===== src/rtl/psum_collector.sv =====
// psum_collector: segments the free-running MAC accumulator stream into
// tagged dot-product windows and queues each window's partial sum and
// operand count in a small valid/ready FIFO.
module psum_collector #(
  parameter int unsigned WIDTH     = 16,
  parameter int unsigned CNT_WIDTH = 8,
  parameter int unsigned DEPTH     = 4
) (
  input  logic                    clk,
  input  logic                    rstb,
  input  logic                    in_valid,
  input  logic                    in_first,
  input  logic                    in_last,
  input  logic signed [WIDTH-1:0] mac_out,
  input  logic                    err_clr,
  output logic                    out_valid,
  input  logic                    out_ready,
  output logic signed [WIDTH-1:0] out_psum,
  output logic [CNT_WIDTH-1:0]    out_count,
  output logic                    err_proto,
  output logic                    err_ovf
);

  localparam int unsigned AW = (DEPTH > 1) ? $clog2(DEPTH) : 1;
  localparam logic [AW:0] DEPTH_C = (AW+1)'(DEPTH);
  localparam int unsigned EW = WIDTH + CNT_WIDTH;

  typedef enum logic {IDLE, OPEN} state_t;

  state_t               state_q, state_d;
  logic [CNT_WIDTH-1:0] cnt_q, cnt_d;

  // Sanitized tag for the pair presented this cycle
  logic                 tag_first, tag_last;
  logic [CNT_WIDTH-1:0] tag_cnt;
  logic                 proto_set;

  // Tag delay pipe; index 0 is stage 1. The first flag is only consumed
  // at stage 2, so it is carried two stages instead of three.
  logic [1:0]           pf_q;
  logic [2:0]           pl_q;
  logic [CNT_WIDTH-1:0] pc_q [3];

  logic signed [WIDTH-1:0] base_q;

  logic [EW-1:0] mem_q [DEPTH];
  logic [AW-1:0] wr_ptr_q, rd_ptr_q;
  logic [AW:0]   fill_q, fill_d;
  logic          push, pop, full, accept, ovf_set;
  logic [EW-1:0] head;
  logic [WIDTH-1:0] psum_new;

  logic err_proto_q, err_ovf_q;

  // Input-stage FSM: window tracking, count and tag sanitization
  always_comb begin
    state_d   = state_q;
    cnt_d     = cnt_q;
    tag_first = 1'b0;
    tag_last  = 1'b0;
    tag_cnt   = cnt_q;
    proto_set = 1'b0;
    if (in_valid) begin
      if (in_first) begin
        tag_first = 1'b1;
        tag_last  = in_last;
        tag_cnt   = CNT_WIDTH'(1);
        cnt_d     = CNT_WIDTH'(1);
        proto_set = (state_q == OPEN);
        state_d   = in_last ? IDLE : OPEN;
      end else if (state_q == OPEN) begin
        tag_cnt  = (cnt_q == '1) ? cnt_q : cnt_q + CNT_WIDTH'(1);
        cnt_d    = tag_cnt;
        tag_last = in_last;
        if (in_last) state_d = IDLE;
      end else if (in_last) begin
        proto_set = 1'b1;
      end
    end
  end

  // FSM state and window counter registers
  always_ff @(posedge clk or negedge rstb) begin
    if (!rstb) begin
      state_q <= IDLE;
      cnt_q   <= '0;
    end else begin
      state_q <= state_d;
      cnt_q   <= cnt_d;
    end
  end

  // Tag pipe and baseline capture aligned to the MAC latency
  always_ff @(posedge clk or negedge rstb) begin
    if (!rstb) begin
      pf_q   <= '0;
      pl_q   <= '0;
      pc_q   <= '{default: '0};
      base_q <= '0;
    end else begin
      pf_q    <= {pf_q[0], tag_first};
      pl_q    <= {pl_q[1:0], tag_last};
      pc_q[0] <= tag_cnt;
      pc_q[1] <= pc_q[0];
      pc_q[2] <= pc_q[1];
      if (pf_q[1]) base_q <= mac_out;
    end
  end

  // FIFO control: push on window close, pop on handshake
  always_comb begin
    psum_new = WIDTH'(mac_out - base_q);
    push     = pl_q[2];
    pop      = (fill_q != '0) && out_ready;
    full     = (fill_q == DEPTH_C);
    accept   = push && (!full || pop);
    ovf_set  = push && full && !pop;
    fill_d   = fill_q + (AW+1)'(accept) - (AW+1)'(pop);
  end

  // FIFO storage and pointers
  always_ff @(posedge clk or negedge rstb) begin
    if (!rstb) begin
      for (int unsigned i = 0; i < DEPTH; i++) mem_q[i] <= '0;
      wr_ptr_q <= '0;
      rd_ptr_q <= '0;
      fill_q   <= '0;
    end else begin
      if (accept) begin
        mem_q[wr_ptr_q] <= {psum_new, pc_q[2]};
        wr_ptr_q        <= wr_ptr_q + AW'(1);
      end
      if (pop) rd_ptr_q <= rd_ptr_q + AW'(1);
      fill_q <= fill_d;
    end
  end

  // Sticky error flags; a new violation beats a same-cycle clear
  always_ff @(posedge clk or negedge rstb) begin
    if (!rstb) begin
      err_proto_q <= 1'b0;
      err_ovf_q   <= 1'b0;
    end else begin
      err_proto_q <= (err_proto_q && !err_clr) || proto_set;
      err_ovf_q   <= (err_ovf_q && !err_clr) || ovf_set;
    end
  end

  // Output mapping; head is masked to zero while empty
  always_comb begin
    head      = (fill_q != '0) ? mem_q[rd_ptr_q] : '0;
    out_valid = (fill_q != '0);
    out_psum  = head[EW-1:CNT_WIDTH];
    out_count = head[CNT_WIDTH-1:0];
    err_proto = err_proto_q;
    err_ovf   = err_ovf_q;
  end

endmodule


===== config.mk =====
export PLATFORM = sky130hd
export DESIGN_NAME = psum_collector
export DESIGN_NICKNAME = d
export VERILOG_FILES = /design/src/rtl/psum_collector.sv
export SDC_FILE = /design/constraint.sdc
export NUM_CORES = 1
export LEC_CHECK = 0
export BUFFER_PORTS_ARGS = -buffer_cell sky130_fd_sc_hd__buf_2
export CAP_MARGIN = 20
export CORE_ASPECT_RATIO = 0.7
export CORE_MARGIN = 10
export CORE_UTILIZATION = 65
export CTS_CLUSTER_DIAMETER = 30
export CTS_CLUSTER_SIZE = 16
export DETAILED_ROUTE_END_ITERATION = 8
export GPL_TIMING_DRIVEN = 0
export PLACE_DENSITY = 0.83
export SYNTH_ARGS = -nofsm -noshare
export SYNTH_HDL_FRONTEND = slang
export SYNTH_SLANG_ARGS = --single-unit

===== constraint.sdc =====
create_clock -name clk -period 4.7 [get_ports clk]
set_clock_uncertainty 0.1 [all_clocks]
set_input_delay 0.705 -clock clk [delete_from_list [all_inputs] [get_ports clk]]
set_output_delay 0.705 -clock clk [all_outputs]
set_load 0.01 [all_outputs]

==> results of run 1 <==
## worst max path at each step
stage / endpoint / slack, ns
after floorplan: fill_q[2] / 1.91
after global placement: state_q / 0.82
after detailed placement: fill_q[2] / 1.62
after CTS: out_psum[11] / 1.48
after global routing: out_psum[10] / 1.36
final: out_psum[7] / 1.45
## final cells by class
cell class                 instances  area [um2]  share of cell area, %
sequential                       151        3780                   44.2
multi-input combinational        523        3350                   39.1
clock buffer                      21         440                   5.15
timing repair buffer              50         279                   3.26
buffer                            41         234                   2.74
tap                              153         191                   2.24
clock inverter                    11         173                   2.02
inverter                          29         109                   1.27
## power by group
| group | switching, mW | internal (mW) | total (mW) |
|---|---|---|---|
| logic | 1.06 | 0.913 | 1.97 |
| clock network | 0.532 | 0.891 | 1.42 |
| registers | 0.319 | 1.80 | 2.12 |
| total | 1.91 | 3.60 | 5.51 |
## flip-flops by register name (all words and copies together) (netlist names)
register and flops:
mem_q 96, state_q 1, pl_q 3, err_ovf 1, base_q 16, err_proto 1
rd_ptr_q 2, pf_q 2, pc_q 24, wr_ptr_q 2, fill_q 3
## worst register-to-register path: cells and delay by family (launching register included)
kind,cells,cell delay (ns)
adder cells (fa/ha/maj),3,0.83
AND/OR/NAND/NOR,2,0.64
flip-flops,1,0.40
XOR/XNOR,2,0.37
buffers and inverters,3,0.35
## cells in the final DEF, fill, tap and decap left out, types with 5 or more instances in the layout
| master | synthesis | final |
|---|---|---|
| o21ai_0 | 51 | 51 |
| nand4_1 | 7 | 7 |
| mux2i_1 | 6 | 6 |
| xnor2_1 | 10 | 10 |
| o22ai_1 | 5 | 5 |
| buf_6 | 7 | 8 |
| xor2_1 | 6 | 6 |
| and3_1 | 6 | 6 |
| dfrtp_1 | 151 | 151 |
| mux4_2 | 24 | 24 |
| nor2_1 | 30 | 30 |
| inv_1 | 29 | 29 |
| o311ai_0 | 8 | 8 |
| and2_1 | 26 | 26 |
| a21oi_1 | 26 | 26 |
| o211ai_1 | 6 | 6 |
| mux2_2 | 15 | 15 |
| clkbuf_16 | 0 | 17 |
| buf_2 | 16 | 64 |
| clkbuf_1 | 15 | 19 |
| nor3_1 | 16 | 16 |
| nand2_1 | 206 | 206 |
| ha_1 | 22 | 22 |
| nand3_1 | 12 | 12 |
## per-stage QoR
stage,cells,util (%)
floorplan,744,-
detailed placement,947,71.3
CTS,979,76.8
finish,979,76.8
global placement,946,71.0
global route,979,76.8
## synthesized netlist by cell type, types with 4 or more instances
| master | number |
|---|---|
| xor2_1 | 6 |
| buf_6 | 7 |
| mux4_2 | 24 |
| o311ai_0 | 8 |
| o21a_1 | 4 |
| clkbuf_1 | 15 |
| mux2i_1 | 6 |
| o21ai_0 | 51 |
| o211ai_1 | 6 |
| nor2_1 | 30 |
| and2_1 | 26 |
| nor3_1 | 16 |
| o22ai_1 | 5 |
| nand3_1 | 12 |
| dfrtp_1 | 151 |
| xnor2_1 | 10 |
| a21oi_1 | 26 |
| mux2_2 | 15 |
| buf_2 | 16 |
| nand2b_1 | 4 |
| ha_1 | 22 |
| and3_1 | 6 |
| nand4_1 | 7 |
| and3_4 | 4 |
| nand2_1 | 206 |
| inv_1 | 29 |
## per-layer routing
| metal | vias up | part of all wire (%) | track usage [%] |
|---|---|---|---|
| met3 | 43 | 9.2 | 7.31 |
| met2 | 297 | 47 | 40.0 |
| li1 | 2676 | - | - |
| met5 | - | 0 | 0 |
| met1 | 2909 | 41 | 30.0 |
| met4 | 0 | 2.2 | 9.94 |
## cells by family after synthesis
logic type	share of synthesized area, %
muxes	10.3
xor gates and xnor gates	1.88
adders and majority gates	4.22
and+or+nand+nor	19.0
buffers and inverters	4.59
AOI/OAI and AO/OA	9.38
DFF	50.6
==> run metrics, run 1 <==
Crit path largest cell delay 0.66 ns; min Tclk post-route 3.25 ns; std cell rows 32; crit path DAT 2.45 ns; Yosys cell types 46; Setup Viol. Count Final 0; Reg2Reg Launch Point fill_q[2]; largest net degree at the start of global routing 89; crit path max fanout 10; # Post-CTS Setup Buffers 0; IO Port Bufs 49; Syn. warnings 0; Die ar. 0.0162 mm2; CP Launch Point rd_ptr_q[1]; Post-synth EDFFs 0; placed inst area 0.00794 mm2; Die H 110 um; reg2reg setup slack 1.94 ns; Core ar. 0.0111 mm2; RD Place Congestion 0.899; synthesized area 0.00747 mm2; Initial Util 67.1%; routed vias 5925; #FFs+latches synth 151; gr usage total 24.4%; GRT overflow 0; Antenna Nets Post-Route 0; Yosys top cell by area dfrtp_1; total chip power 5.51 mW; Worst Path Required 3.89 ns; worst slack, placed 1.62 ns; WS Path Type reg2out; DPL Wire Length 12900 um; CTS Hold Bufs 0; Crit path depth 5; Peak VDD IR 379 uV; register area share after synthesis 50.6%; clock latency on the worst-skew pair 0.42 ns; Final WS setup 1.45 ns; Lkg Pwr 4.12 nW; PwrDens 644 mW/mm2; ys flop type dfrtp_1; FF-to-FF End fill_q[2]; drt total wl 18900 um; Filler cells 745; CTS tree done; crit path buf inv count 3; Pre-antenna DRT Iters 6; vias in the first global route 6158; Min Hold Slack 0.180 ns; vias per cell 6.05; Synth top area share 50.6%; synth top area cells dfrtp_1 51%, nand2_1 10%, mux4_2 7.2%; TritonCTS Buffers 17; Worst Reg-to-Reg Cells 10; ys async rst share 100%; Setup crit end kind output pin; Final Max Tran Viols 0; Hold WC Path Type in2async; DRC viols 0; Diodes inserted 0; number of I/O pins 50; DR WL/cell 19.3 um; H-tree Lvls 4; Final Cell Area 0.00855 mm2; MaxCap Viol Count 0; Hold Violations, Final 0; CP Cell Sequence clkbuf_1, clkbuf_1, mux4_2, and2_1, buf_2; initial antenna violation count 0; clock-pin transition on the worst setup and hold timing paths 0.06 ns; Syn Area/Cell 10.0 um2; CP most frequent cell clkbuf_1; CP max stage cell clkbuf_1; fmax 307 MHz; Gates resized, CTS repair 0; Syn-to-layout area delta 14.5%; Final nets 860; Syn Inst Count 744; Die Wd 148 um; Tcrit/Tclk final 69.2%; clock root buffer clkbuf_16; drt first-iter violations 596; syn nets 791; first-pass GRT wire length 30900 um; slew of the pin with the lowest slew margin 0.798 ns; Clock Sinks 151; RSZ-0062 raised after global routing false; status finished, final reports clean; Longest Clk Path Bufs 2; setup TNS 0 ns; cell family with most CP delay buffers and inverters; Slew HR 46.8%; Startpoint Class flip-flop; share of layout cells above drive strength 1 18.5%
(Power assumes the default switching activity.)
==> run 2, diff against run 1 <==
Settings changed: ABC_AREA set to 1, CORE_UTILIZATION 65 to 61, PLACE_DENSITY 0.83 to 0.78.
Clock period 4.7 ns to 3.05 ns, I/O delays scaled along.
==> run 2 against run 1 <==
  * Global-route usage is 1.6 points lower
  * Setup slack lost 1.2 ns
  * Sequential power increased by 41%
  * Register-to-register slack got worse by 1.5 ns
  * First-iteration DRC count up 0.67%
  * Wire length rose by 1.8%
  * Design area shrank 0.75%
  * Die area increased by 5.2%
  * Area after synthesis is 0.32% lower
  * Critical path type unchanged
==> run metrics, run 2 <==
min Tclk post-route 2.82 ns; number of I/O pins 50 (unchanged); Core ar. 0.0118 mm2 (was 0.0111 mm2); drt first-iter violations 600 (was 596); Hold Violations, Final 0 (unchanged); Yosys top cell by area dfrtp_1 (unchanged); routed vias 6507 (was 5925); Tcrit/Tclk final 92.6%; initial antenna violation count 0 (unchanged); Syn Area/Cell 7.90 um2 (was 10.0 um2); RD Place Congestion 0.878 (was 0.899); met1 GRT Util 33.0% (was 30.0%); Startpoint Class flip-flop (unchanged); Hold WC Path Type in2reg (was in2async); final core utilization 71.9% (was 76.8%); Psw 3.17 mW (was 1.91 mW); Syn Inst Count 942 (was 744); first-pass GRT wire length 32000 um (was 30900 um); ys flop type dfrtp_1 (unchanged); largest registers in the final layout mem_q x96, pc_q x24, base_q x16 (unchanged); Die H 112 um (was 110 um); most common cell after layout, fill and taps aside nand2_1 (unchanged); power share of the clock group 25.1% (was 25.8%); Post-synth EDFFs 0 (unchanged); DPL Wire Length 13100 um (was 12900 um); Int Power 4.94 mW (was 3.60 mW); Synth top area share 50.8% (was 50.6%); vias per cell 5.52 (was 6.05); Comb pwr share 38.0% (was 35.7%); Peak VDD IR 576 uV (was 379 uV); PwrDens 955 mW/mm2 (was 644 mW/mm2); Setup Viol. Count Final 0 (unchanged); Syn-to-layout area delta 14.0% (was 14.5%); ys async rst share 100% (unchanged); Final nets 1058 (was 860); Die ar. 0.0171 mm2 (was 0.0162 mm2); Setup crit end kind output pin (unchanged); Longest Clk Path Bufs 2 (unchanged); status finished, final reports clean (unchanged); max reg flops 96 (unchanged); busiest grt layer met1 (was met2); register area share after synthesis 50.8% (was 50.6%); Final Max Tran Viols 0 (unchanged); Pre-antenna DRT Iters 8 (was 6); Min Hold Slack 0.143 ns (was 0.180 ns); Clock Sinks 151 (unchanged); Final Cell Area 0.00849 mm2 (was 0.00855 mm2); largest net degree at the start of global routing 86 (was 89); crit path max fanout 19 (was 10); M3 GR Usage 5.99% (was 7.31%); synth top area cells dfrtp_1 51%, nand2_1 14%, o21ai_0 7.1% (was dfrtp_1 51%, nand2_1 10%, mux4_2 7.2%); # Post-CTS Setup Buffers 0 (unchanged); syn nets 989 (was 791); H-tree Lvls 4 (unchanged); #FFs+latches synth 151 (unchanged); placed inst area 0.00792 mm2 (was 0.00794 mm2); Filler cells 940 (was 745); IO Port Bufs 49 (unchanged); Die Wd 152 um (was 148 um); top-count cell post-synth nand2_1 (unchanged); std cell rows 33 (was 32); vias in the first global route 6322 (was 6158); total chip power 8.10 mW (was 5.51 mW); clock latency on the worst-skew pair 0.42 ns (about the same); CTS tree done (unchanged); Sw Ratio 39.1% (was 34.6%); TritonCTS Buffers 17 (unchanged); most flop-heavy register mem_q (unchanged); fmax 354 MHz; Slew HR 56.4% (was 46.8%); clock-pin transition on the worst setup and hold timing paths 0.06 ns (about the same); share of layout cells above drive strength 1 11.4% (was 18.5%); Post-synth top cells 283 x nand2_1, 151 x dfrtp_1, 117 x inv_1 (was 206 x nand2_1, 151 x dfrtp_1, 51 x o21ai_0); Worst Path Required 2.49 ns (was 3.89 ns); Lkg Pwr 4.46 nW (was 4.12 nW); Diodes inserted 0 (unchanged); Syn. warnings 0 (unchanged); clock root buffer clkbuf_16 (unchanged); drt total wl 19200 um (was 18900 um); DRC viols 0 (unchanged); slew of the pin with the lowest slew margin 0.654 ns (was 0.798 ns); MaxCap Viol Count 0 (unchanged); crit path DAT 2.27 ns (was 2.45 ns); Finished Layout Cells 1179 (was 979); commonest non-fill, non-tap cells in the layout 283 x nand2_1, 151 x dfrtp_1, 117 x inv_1 (was 206 x nand2_1, 151 x dfrtp_1, 64 x buf_2); Initial Util 63.0% (was 67.1%); DP Cell Count 1149 (was 947); sequential share of power 36.9% (was 38.4%); Yosys cell types 28 (was 46); grt met2 use 32.5% (was 40.0%); GRT overflow 0 (unchanged); DR WL/cell 16.3 um (was 19.3 um); WS Path Type reg2out (unchanged); gr usage total 22.8% (was 24.4%); Antenna Nets Post-Route 0 (unchanged); RSZ-0062 raised after global routing false (unchanged); synthesized area 0.00744 mm2 (was 0.00747 mm2)
## run 2: cell types whose count changed after synthesis, moves of 8 or more
cell      previous run  this run
o311ai_0             8         0
mux4_2              24         0
inv_1               29       117
and2_1              26         0
nor2_1              30        51
o21ai_0             51       105
mux2_2              15         1
nor3_1              16         3
nand3_1             12        63
a21oi_1             26        66
nand2_1            206       283
## run 2: routing by layer
metal  share of wire (%)  wire length (um)
met3                 9.0              1720
met4                 1.5               287
met1                  47              8970
met2                  43              8230
met5                   0                 0
## run 2: logic make-up (layout without fill, tap and decap cells)
kind of cell / Yosys count / count (layout) / share of synthesized area [%]
simple gates: 423 / 423 / 23.4
compound gates: 175 / 175 / 11.8
buf+inv: 158 / 238 / 8.45
flops: 151 / 151 / 50.8
fa+ha+maj: 24 / 24 / 4.24
xor+xnor: 10 / 10 / 1.18
mux: 1 / 1 / 0.151
## run 2: critical path, cell delays in order, from the launching register on
cell,delay (ns)
dfrtp_1,0.35
buf_2,0.15
inv_2,0.08
buf_2,0.39
buf_2,0.33
o21ai_0,0.13
a21oi_1,0.24
buf_2,0.18
## run 2: layout make-up
class	instances	area (um2)	share of cell area, %
Clock buffer	18	429	5.06
Multi-Input combinational cell	633	3040	35.8
Sequential cell	151	3780	44.5
Tap cell	157	196	2.31
Timing Repair Buffer	51	289	3.41
Buffer	37	176	2.08
Clock inverter	12	131	1.55
Inverter	120	450	5.31
## run 2: timing repair
item                                   CTS  global route
hold buffers                             1             0
setup endpoints to repair                0             1
endpoints found under the hold margin   66             0
gates resized for setup                  0             2
## run 2: final timing paths
path                             start           end  slack, ns  cells after the start
max in group asynchronous         rstb     mem_q[49]       1.56                      3
max reg2reg                  fill_q[1]     fill_q[2]       0.48                     10
min                            err_clr     err_proto       0.14                      2
max                        rd_ptr_q[0]  out_psum[15]       0.23                      7
min in group asynchronous         rstb    base_q[12]       0.48                      2
min reg2reg                    pc_q[9]       pc_q[1]       0.25                      0
## run 2: stage by stage
stage	setup WS, ns	setup TNS, ns
6_report	0.226	0
5_1_grt	0.0795	0
4_1_cts	0.181	0
3_5_place_dp	0.575	0
3_3_place_gp	-0.711	-106.21
2_1_floorplan	0.928	0
## run 2: power by group through the flow
stage	logic [mW]	clock network, mW	registers, mW
after global routing	3.48	2.13	3.05
after floorplan	2.03	0	2.92
after global placement	2.96	0	2.98
after CTS	3.07	2.04	2.98
final	3.08	2.03	2.99
after detailed placement	3.03	0	3.00
